==> config.mk <==
export PLATFORM = sky130hd
export DESIGN_NAME = mux_scan_ctrl
export DESIGN_NICKNAME = d
export VERILOG_FILES = /design/src/rtl/mux_scan_pkg.sv /design/src/rtl/btn_debounce.sv /design/src/rtl/mux_scan_ctrl.sv
export SDC_FILE = /design/constraint.sdc
export NUM_CORES = 1
export LEC_CHECK = 0
export CORE_MARGIN = 8
export CORE_UTILIZATION = 38
export CTS_CLUSTER_DIAMETER = 150
export DETAILED_ROUTE_END_ITERATION = 8
export DONT_BUFFER_PORTS = 1
export PLACE_DENSITY = 0.53
export SLEW_MARGIN = 20
export SYNTH_ARGS = -nofsm -noshare
export SYNTH_HDL_FRONTEND = slang
export SYNTH_SLANG_ARGS = --single-unit
==> constraint.sdc <==
create_clock -name clk -period 4.45 [get_ports clk]
set_clock_uncertainty 0.2 [all_clocks]
set_input_delay 0.2225 -clock clk [delete_from_list [all_inputs] [get_ports clk]]
set_output_delay 0.2225 -clock clk [all_outputs]
set_load 0.1 [all_outputs]
==> src/rtl/mux_scan_pkg.sv <==
// Shared types and constants for the mux_scan_ctrl board controller:
// FSM state encoding, button indices, LED field offsets and the select-step helper.
package mux_scan_pkg;

    typedef enum logic [1:0] {
        MANUAL = 2'd0,
        SCAN   = 2'd1,
        HOLD   = 2'd2
    } state_e;

    localparam int BTN_MODE = 0;
    localparam int BTN_HOLD = 1;
    localparam int BTN_STEP = 2;
    localparam int BTN_DIR  = 3;
    localparam int BTN_CLR  = 4;
    localparam int NUM_BTN  = 5;

    localparam int LED_DATA   = 0;
    localparam int LED_SEL    = 1;
    localparam int LED_ST     = 3;
    localparam int LED_DIR    = 5;
    localparam int LED_ONEHOT = 6;
    localparam int LED_ADV    = 10;

    // Two-bit arithmetic gives the 3->0 and 0->3 wrap for free.
    function automatic logic [1:0] step_sel(input logic [1:0] sel, input logic dir);
        return dir ? (sel - 2'd1) : (sel + 2'd1);
    endfunction

endpackage

==> src/rtl/btn_debounce.sv <==
// One push button: 2-flop synchronizer, optional debouncer (MUX_SCAN_DEBOUNCE_EN)
// and a rising-edge detector producing a one-cycle press pulse.
module btn_debounce
    import mux_scan_pkg::*;
#(
    parameter int DB_CYCLES = 100000
) (
    input  logic clk,
    input  logic rst,
    input  logic btn,
    output logic press
);

    logic sync1_q;
    logic sync2_q;
    logic lvlPrev_q;
    logic lvl;

    always_ff @(posedge clk or posedge rst) begin
        if (rst) begin
            sync1_q   <= 1'b0;
            sync2_q   <= 1'b0;
            lvlPrev_q <= 1'b0;
        end else begin
            sync1_q   <= btn;
            sync2_q   <= sync1_q;
            lvlPrev_q <= lvl;
        end
    end

`ifdef MUX_SCAN_DEBOUNCE_EN
    localparam int CntW = $clog2(DB_CYCLES);

    logic [CntW-1:0] cnt_q;
    logic [CntW-1:0] cnt_d;
    logic            lvl_q;
    logic            lvl_d;

    // The accepted level only flips after DB_CYCLES consecutive disagreeing samples.
    always_comb begin
        cnt_d = '0;
        lvl_d = lvl_q;
        if (sync2_q != lvl_q) begin
            if (cnt_q == CntW'(DB_CYCLES - 1)) begin
                lvl_d = sync2_q;
            end else begin
                cnt_d = cnt_q + 1'b1;
            end
        end
    end

    always_ff @(posedge clk or posedge rst) begin
        if (rst) begin
            cnt_q <= '0;
            lvl_q <= 1'b0;
        end else begin
            cnt_q <= cnt_d;
            lvl_q <= lvl_d;
        end
    end

    assign lvl = lvl_q;
`else
    localparam int unusedDbCycles = DB_CYCLES;

    assign lvl = sync2_q;
`endif

    assign press = lvl & ~lvlPrev_q;

endmodule

==> src/rtl/mux_scan_ctrl.sv <==
// 4:1 selector controller with manual / round-robin scan / hold policies and
// registered LED status. Define MUX_SCAN_DEBOUNCE_EN to debounce the buttons.
module mux_scan_ctrl
    import mux_scan_pkg::*;
#(
    parameter int DWELL_CYCLES = 5000000,
    parameter int DB_CYCLES    = 100000
) (
    input  logic        clk,
    input  logic        rst,
    input  logic [4:0]  btn,
    input  logic [7:0]  sw,
    output logic [15:0] ledr
);

    localparam int DwW = $clog2(DWELL_CYCLES);

    logic [NUM_BTN-1:0] press;

    state_e         st_q, st_d;
    logic [1:0]     sel_q, sel_d;
    logic           dir_q, dir_d;
    logic [DwW-1:0] dwell_q, dwell_d;
    logic           adv_q, adv_d;
    logic [15:0]    ledr_q, ledr_d;

    logic [3:0] data;
    logic       unusedSw;

    assign data     = sw[3:0];
    assign unusedSw = ^sw[7:6];

    for (genvar i = 0; i < NUM_BTN; i++) begin : gBtn
        btn_debounce #(
            .DB_CYCLES(DB_CYCLES)
        ) uDebounce (
            .clk  (clk),
            .rst  (rst),
            .btn  (btn[i]),
            .press(press[i])
        );
    end

    // Only the highest-priority effective press acts; a press also pre-empts
    // the dwell expiry for that cycle, so dwell simply holds unless cleared.
    always_comb begin
        st_d    = st_q;
        sel_d   = sel_q;
        dir_d   = dir_q;
        dwell_d = dwell_q;
        adv_d   = 1'b0;

        if (press[BTN_CLR]) begin
            st_d    = MANUAL;
            dir_d   = 1'b0;
            dwell_d = '0;
        end else if (press[BTN_MODE]) begin
            st_d    = (st_q == MANUAL) ? SCAN : MANUAL;
            dwell_d = '0;
        end else if (press[BTN_HOLD] && (st_q != MANUAL)) begin
            st_d = (st_q == SCAN) ? HOLD : SCAN;
        end else if (press[BTN_STEP] && (st_q != MANUAL)) begin
            sel_d   = step_sel(sel_q, dir_q);
            dwell_d = '0;
        end else if (press[BTN_DIR]) begin
            dir_d = ~dir_q;
        end else begin
            case (st_q)
                MANUAL: begin
                    sel_d   = sw[5:4];
                    dwell_d = '0;
                end
                SCAN: begin
                    if (dwell_q == DwW'(DWELL_CYCLES - 1)) begin
                        dwell_d = '0;
                        sel_d   = step_sel(sel_q, dir_q);
                        adv_d   = 1'b1;
                    end else begin
                        dwell_d = dwell_q + 1'b1;
                    end
                end
                HOLD: begin
                end
                default: begin
                    st_d    = MANUAL;
                    dwell_d = '0;
                end
            endcase
        end
    end

    // The data bit tracks the upcoming select; the other fields show current state.
    always_comb begin
        ledr_d                     = '0;
        ledr_d[LED_DATA]           = data[sel_d];
        ledr_d[LED_SEL +: 2]       = sel_q;
        ledr_d[LED_ST +: 2]        = st_q;
        ledr_d[LED_DIR]            = dir_q;
        ledr_d[LED_ONEHOT +: 4]    = 4'b0001 << sel_q;
        ledr_d[LED_ADV]            = adv_q;
    end

    always_ff @(posedge clk or posedge rst) begin
        if (rst) begin
            st_q    <= MANUAL;
            sel_q   <= 2'd0;
            dir_q   <= 1'b0;
            dwell_q <= '0;
            adv_q   <= 1'b0;
            ledr_q  <= 16'h0000;
        end else begin
            st_q    <= st_d;
            sel_q   <= sel_d;
            dir_q   <= dir_d;
            dwell_q <= dwell_d;
            adv_q   <= adv_d;
            ledr_q  <= ledr_d;
        end
    end

    assign ledr = ledr_q;

endmodule

# == Yosys cells after proc, flatten, opt, wreduce, memory -nomap -nowiden ==
# Index checks and enable logic that the tools add are counted.
# totals
regBits,55
in_bits,15
output_inout_bits,16
elab_cells,95
# op_classes
n_addsub,3
magnitude_cmp,1
n_eq_ne,12
n_shift,1
mux,37
bitwise_logic,11
n_reduce_logical,9
# ops
operator,count
23-bit two-way mux,6
23-bit case mux with 2 select lines,1
2-bit two-way mux,14
"23-bit by 1-bit adder with 23-bit output, second input constant",1
"23-bit equality test, second input constant",1
1-bit two-way mux,14
"4-bit by 2-bit inequality test with 1-bit output, second input constant",2
"4-bit by 3-bit inequality test with 1-bit output, second input constant",2
"2-bit by 1-bit inequality test with 1-bit output, second input constant",3
1-bit inverter,6
3-bit AND reduction,2
1-bit AND,5
"4-bit by 1-bit inequality test with 1-bit output, second input constant",1
2-bit case mux with 2 select lines,1
4-bit AND reduction,1
2-bit nonzero test,2
"1-bit by 2-bit << shifter with 4-bit output, first input constant",1
"2-bit by 3-bit less-than comparator with 1-bit output, second input constant",1
"3-bit by 1-bit inequality test with 1-bit output, second input constant",1
3-bit OR reduction,1
"2-bit by 1-bit adder with 2-bit output, second input constant",1
1-bit binary-select mux with 2-bit select,1
"2-bit by 1-bit equality test with 1-bit output, second input constant",1
"2-bit equality test, second input constant",1
other kinds (3),4

# == Logic depth before layout (Yosys ltp) ==
# Gate-level depths: netlist of run 1.
# logic_depth
ltp_word,11
depth_mapped,9
mapped_depth_nobuf,7

# == Hierarchy ==
# A second synthesis of run 1 with hierarchy kept.
# unflattened
cells_unflattened,248
area_unflattened_um2,2560.0
# by_module_without_submodules
mod,instances,cells_each,area_each_um2,seq_area_each_um2
mux_scan_ctrl,1,223,2097.0,1001.0
btn_debounce,5,5,92.6,75.1

# == Worst setup path after synthesis of run 1 ==
# OpenSTA, ideal clock, no wires.
# synth_path
kind,reg2reg
from,register dwell_q[0]
to,"register ledr_q[0], in the netlist ledr[0]"
setup_time_ps,86
arrival_time_ps,2100
required_time_ps,4164
path_slack_ps,2065
stages_incl_launch_ff,9
path_buffers,1
synth_period_minus_slack_ps,2385
cell_sequence,dfrtp_1 -> ha_1 -> nand3_2 -> or3_1 -> buf_2 -> o41a_1 -> a211o_1 -> and2_4 -> a32oi_2
# synth_via
elab_chain_len,10
# synth_rtl
element,line,source
"start, declared",mux_scan_ctrl.sv:23,"logic [DwW-1:0] dwell_q, dwell_d;"
"start signal, assigned",mux_scan_ctrl.sv:115,dwell_q <= dwell_d;
23-bit equality test,mux_scan_ctrl.sv:74,if (dwell_q == DwW'(DWELL_CYCLES - 1)) begin
2-bit two-way mux,mux_scan_ctrl.sv:74,
2-bit case mux with 2 select lines,mux_scan_ctrl.sv:68,case (st_q)
2-bit two-way mux,mux_scan_ctrl.sv:65,end else if (press[BTN_DIR]) begin
2-bit two-way mux,mux_scan_ctrl.sv:62,end else if (press[BTN_STEP] && (st_q != MANUAL)) begin
2-bit two-way mux,mux_scan_ctrl.sv:60,end else if (press[BTN_HOLD] && (st_q != MANUAL)) begin
2-bit two-way mux,mux_scan_ctrl.sv:57,end else if (press[BTN_MODE]) begin
2-bit two-way mux,mux_scan_ctrl.sv:53,if (press[BTN_CLR]) begin
1-bit binary-select mux with 2-bit select,mux_scan_ctrl.sv:95,ledr_d[LED_DATA] = data[sel_d];
1-bit two-way mux (implied by the code),mux_scan_ctrl.sv:95,
named net ledr_d[0],mux_scan_ctrl.sv:25,"logic [15:0] ledr_q, ledr_d;"
"end signal, assigned",mux_scan_ctrl.sv:117,ledr_q <= ledr_d;
"end, declared",mux_scan_ctrl.sv:25,
# The timed path passes the listed nets, and every way through them passes these cells. The select of a mux whose other input is x is not followed.
# A chain may end at the register's enable or synchronous reset.

# == Final worst setup path of run 1 ==
# layout_path
from,register dwell_q[16]
to,"register ledr_q[0], in the netlist ledr[0]"
# Same word-level chain as after synthesis.

==> results of run 1 <==
[final cells by class]
type / instances / area (sq um)
clock buffers: 8 / 100
fillers: 653 / 3850
inverters: 6 / 22.5
multi-input cells: 181 / 1090
flip-flops and latches: 55 / 1380
well taps: 80 / 100
repair buffers: 11 / 103
[sequential cells by signal, indices dropped and copies added (netlist names)]
register	count
st_q	2
gBtn.uDebounce.lvlPrev_q	5
dir_q	1
sel_q	2
adv_q	1
ledr	11
gBtn.uDebounce.sync1_q	5
gBtn.uDebounce.lvl	5
dwell_q	23
[critical path, cell delays in order (launching register included)]
cell,delay (ns)
dfrtp_1,0.47
nor4b_1,0.39
nand4_1,0.31
o31a_1,0.36
nor3_1,0.38
o21ai_0,0.19
a32oi_2,0.21
dlygate4sd3_1,0.56
[report_power, final]
group | total (mW) | switching (mW) | internal, mW
clock network | 0.295 | 0.153 | 0.142
registers | 0.875 | 0.322 | 0.553
logic | 0.221 | 0.127 | 0.0937
total | 1.39 | 0.602 | 0.789
[stage by stage]
step	power (mW)	cells
2_1_floorplan	1.06	255
4_1_cts	1.41	341
3_5_place_dp	1.10	325
3_3_place_gp	1.09	325
6_report	1.39	341
5_1_grt	1.46	341
[kinds of logic after synthesis]
| family | share of synthesized area (%) |
|---|---|
| AO/OA/AOI/OAI | 14.3 |
| buffers and inverters | 3.97 |
| flip-flops | 54.0 |
| other | 0.147 |
| XOR/XNOR | 2.75 |
| AND/OR/NAND/NOR | 24.3 |
| adder cells (fa/ha/maj) | 0.491 |
[final timing paths]
check | endpoint | cells past startpoint
setup / recovery | ledr[0] | 7
hold / removal | sel_q[0] | 4
setup reg to reg | ledr[0] | 7
hold reg to reg | gBtn[1].uDebounce.lvl | 0
max in group asynchronous | dwell_q[20] | 3
min in group asynchronous | gBtn[1].uDebounce.sync1_q | 3
[routing by layer]
layer  part of all wire (%)  vias to the layer above
met4                   0.78                        0
met1                     50                      883
met2                     44                       34
met3                    4.7                        2
li1                       -                      898
met5                      0                        -
[cells in the mapped netlist, types with 2 or more instances]
library cell  instances
a211o_1               2
a21oi_1               6
and3_1                2
and4_1                3
buf_2                 3
buf_4                 5
clkbuf_1              4
dfrtp_1              55
inv_1                 6
nand2_1              23
nand2b_1              7
nand3_1              12
nand4_1               2
nor2_1               20
nor2_2                2
nor2b_1              12
nor3_1                5
nor4_1                4
nor4_2                2
nor4b_1               4
o21ai_0              26
o21ai_1               2
o22ai_1               2
o31ai_1               5
or3_1                 5
or4_1                 2
xnor2_1               6
xor2_1                2
==> results.sh, run 1 <==
export IMPL_grt_ovfl_total=0
export IMPL_synth_cells=251
export IMPL_cp_end_kind="flop"
export IMPL_port_buffers=0
export IMPL_powerDensity_nw_per_um2=499
export IMPL_grt_pass1_vias=1862
export IMPL_cts_sinks=55
export IMPL_cp_required_ns=4.50
export IMPL_setup_viol=0
export IMPL_grt_pass1_wl_microns=8680
export IMPL_use_met3_pct=4.20
export IMPL_synth_area_sq_um=2550
export IMPL_grt_total_usage_pct=11.1
export IMPL_layout_common_cells="dfrtp_1 (55), o21ai_0 (26), nand2_1 (23)"
export IMPL_cts_tree="yes"
export IMPL_synth_seq_cells=55
export IMPL_initial_core_util_pct=38.4
export IMPL_core_area_sq_um=6640
export IMPL_status="finished, final reports clean"
export IMPL_startpoint_type="flop"
export IMPL_ys_seq_area_share_pct=54.0
export IMPL_hold_viol=0
export IMPL_yosysWarnings=0
export IMPL_cts_path_max_buffers=2
export IMPL_hpwlAfterDp_microns=3350
export IMPL_hold_start="sw[4]"
export IMPL_fmax_mhz=320
export IMPL_setup_ws_ns=1.33
export IMPL_numCtsBuffers=5
export IMPL_ys_types=50
export IMPL_crit_start="dwell_q[16]"
export IMPL_layout_drive_gt1_share_pct=7.66
export IMPL_arrival_ns=3.17
export IMPL_final_area_sq_um=2790
export IMPL_synth_area_leader_cell="dfrtp_1"
export IMPL_synth_avg_cell_area_sq_um=10.2
export IMPL_totalWireLength_microns=4840
export IMPL_synthArstFlopShare_pct=100
export IMPL_rsz0062_at_grt="no"
export IMPL_grt_busiest_layer="met2"
export IMPL_post_cts_buffers=0
export IMPL_vdd_ir_drop_worst_mv=0.164
export IMPL_io_pin_count=31
export IMPL_tightest_slew_ns=0.873
export IMPL_utilization_pct=42.0
export IMPL_path_clk_slew_ns=0.09
export IMPL_grt_max_degree=56
export IMPL_pre_cts_slack_ns=1.80
export IMPL_rr_startpoint="dwell_q[16]"
export IMPL_slew_violations=0
export IMPL_diodes=0
export IMPL_die_y_microns=97.9
export IMPL_drt_pass1_iterations=4
export IMPL_area_growth_synth_to_final_pct=9.37
export IMPL_met1_usage_pct=14.1
export IMPL_antenna_found_initial=0
export IMPL_vias_per_cell=5.33
export IMPL_finalCriticalPeriod_ns=3.12
export IMPL_clk_latency_ns=0.30
export IMPL_maxSlewHeadroom_pct=41.8
export IMPL_synth_area_leaders="dfrtp_1 (54%), o21ai_0 (5.1%), nand2_1 (3.4%)"
export IMPL_hold_ws_ns=0.115
export IMPL_cts_resized=0
export IMPL_power_leakage_nw=1.13
export IMPL_drtIter0Drc=80
export IMPL_synth_top_area_share_pct=54.0
export IMPL_final_common_cell="dfrtp_1"
export IMPL_nets=276
export IMPL_cts_root_buffer="clkbuf_8"
export IMPL_cts_hold_buffers=8
export IMPL_hold_path_class="in2reg"
export IMPL_r2r_slack_ns=1.33
export IMPL_path_class="reg2reg"
export IMPL_fin_crit_sh_pct=70.2
export IMPL_ant_nets=0
export IMPL_grtUsageMet2_pct=17.0
export IMPL_drv_cap=0
export IMPL_die_w_microns=97.9
export IMPL_rows=30
export IMPL_synth_edf_count=0
export IMPL_vias=1817
export IMPL_wl_per_cell_microns=14.2
export IMPL_placed_area_sq_um=2610
export IMPL_die_area_sq_um=9590
export IMPL_place_congestion=0.812
export IMPL_drc_errors=0
export IMPL_synth_main_ff_cell="dfrtp_1"
export IMPL_setup_tns_final_ns=0
export IMPL_ctsHtreeMaxLevel=2
export IMPL_path_max_fanout=7
Power figures use the tool's default switching activity.
==> run 2: changes to the inputs <==
- PLACE_DENSITY: 0.53 -> 0.55
- clock period: 4.45 -> 2.6 ns (I/O delays scaled with it)
==> results.sh, run 2 (synthesis gave the netlist of run 1 again) <==
export IMPL_area_growth_synth_to_final_pct=15.4
export IMPL_power_leakage_nw=1.22
export IMPL_sequentialPowerShare_pct=60.2
export IMPL_die_area_sq_um=9590
export IMPL_drv_cap=0
export IMPL_hold_viol=0
export IMPL_power_share_switching_pct=42.8
export IMPL_grt_pass1_vias=1841
export IMPL_cp_slowest_cell="or3_4"
export IMPL_port_buffers=0
export IMPL_grt_pass1_wl_microns=9010
export IMPL_totalWireLength_microns=5240
export IMPL_arrival_ns=2.51
export IMPL_diodes=0
export IMPL_path_class="reg2reg"
export IMPL_fin_crit_sh_pct=95.8
export IMPL_nets=294
export IMPL_crit_chain="ha_1 -> nand3_2 -> or3_4 -> o41a_1 -> a211o_1 -> and2_4 -> a32oi_2"
export IMPL_cts_tree="yes"
export IMPL_hold_path_class="in2reg"
export IMPL_wl_per_cell_microns=14.6
export IMPL_p_int_mw=1.40
export IMPL_die_y_microns=97.9
export IMPL_path_max_fanout=6
export IMPL_status="finished, final reports clean"
export IMPL_final_area_sq_um=2940
export IMPL_layout_drive_gt1_share_pct=14.0
export IMPL_vias=1866
export IMPL_setup_ws_ns=0.109
export IMPL_ant_nets=0
export IMPL_die_w_microns=97.9
export IMPL_antenna_found_initial=0
export IMPL_power_switching_mw=1.05
export IMPL_ctsHtreeMaxLevel=2
export IMPL_cts_root_buffer="clkbuf_8"
export IMPL_power_share_clock_pct=22.5
export IMPL_numCtsBuffers=5
export IMPL_drt_pass1_iterations=4
export IMPL_maxSlewHeadroom_pct=41.4
export IMPL_cp_end_kind="flop"
export IMPL_path_clk_slew_ns=0.10
export IMPL_placed_area_sq_um=2730
export IMPL_startpoint_type="flop"
export IMPL_powerDensity_nw_per_um2=832
export IMPL_final_common_cell="dfrtp_1"
export IMPL_hpwlAfterDp_microns=3690
export IMPL_finalCriticalPeriod_ns=2.49
export IMPL_fmax_mhz=401
export IMPL_grt_ovfl_total=0
export IMPL_p_comb_share_pct=17.3
export IMPL_grt_max_degree=28
export IMPL_largest_reg_flops=23
export IMPL_vdd_ir_drop_worst_mv=0.332
export IMPL_layout_common_cells="dfrtp_1 (55), o21ai_0 (26), nand2_1 (23)"
export IMPL_power_total_mw=2.45
export IMPL_cts_sinks=55
export IMPL_vias_per_cell=5.21
export IMPL_pre_cts_slack_ns=0.0803
export IMPL_cts_path_max_buffers=2
export IMPL_cp_required_ns=2.62
export IMPL_tightest_slew_ns=0.879
export IMPL_setup_viol=0
export IMPL_place_congestion=0.845
export IMPL_utilization_pct=44.3
export IMPL_initial_core_util_pct=38.4
export IMPL_grt_total_usage_pct=11.5
export IMPL_clk_latency_ns=0.30
export IMPL_cpPeakStageDelay_ns=0.44
export IMPL_drc_errors=0
export IMPL_drtIter0Drc=114
export IMPL_slew_violations=0
export IMPL_core_area_sq_um=6640
export IMPL_hold_ws_ns=0.0158
export IMPL_rows=30
export IMPL_regMostFlops="dwell_q"
export IMPL_io_pin_count=31
run 2: layer usage:
layer | part of all wire, % | global-route usage, %
met1 | 50 | 15.5
met2 | 44 | 17.0
met3 | 5.4 | 3.34
met4 | 0.73 | 3.96
met5 | 0 | 0
run 2: per-stage QoR:
stage          TNS (ns)  std cells
2_1_floorplan         0        255
3_3_place_gp          0        341
3_5_place_dp          0        341
4_1_cts               0        357
5_1_grt         -0.0144        358
6_report              0        358
run 2: final timing paths:
path                                                start                        end  slack [ns]  cells past startpoint
worst min register to register  gBtn[4].uDebounce.sync1_q      gBtn[4].uDebounce.lvl        0.16                      0
worst max register to register                 dwell_q[0]                    ledr[0]        0.11                      7
min in group asynchronous                             rst  gBtn[4].uDebounce.sync1_q        0.12                      2
worst max-delay path                           dwell_q[0]                    ledr[0]        0.11                      7
worst min-delay path                                sw[4]                   sel_q[0]        0.02                      4
max in group asynchronous                             rst                   ledr[10]        1.48                      3
run 2: what timing repair did:
item / 4_1_cts / 5_1_grt
endpoints found under the hold margin: 32 / 0
buffers inserted: 0 / 1
hold buffers: 9 / 0
setup endpoints to repair: 0 / 11
resized for setup: 0 / 2
run 2: critical path, delay by kind of cell, from the launching register on:
kind | cells | cell delay [ns]
adders and majority gates | 1 | 0.22
DFF | 1 | 0.39
and+or+nand+nor | 3 | 0.73
AOI/OAI and AO/OA | 3 | 0.88
run 2: power by group through the flow:
stage / Sequential [mW] / Clock [mW] / Combinational (mW)
after floorplan: 1.47 / 0 / 0.338
after global placement: 1.49 / 0 / 0.409
after detailed placement: 1.50 / 0 / 0.414
after CTS: 1.48 / 0.571 / 0.426
after global routing: 1.49 / 0.610 / 0.473
final: 1.47 / 0.552 / 0.423
run 2: area by class of cell:
type	count	area (sq um)
clock buffers	5	68.8
clock inverters	2	37.5
fillers	638	3700
inverters	6	22.5
multi-input cells	181	1100
flip-flops and latches	55	1380
well taps	80	100
repair buffers	29	240
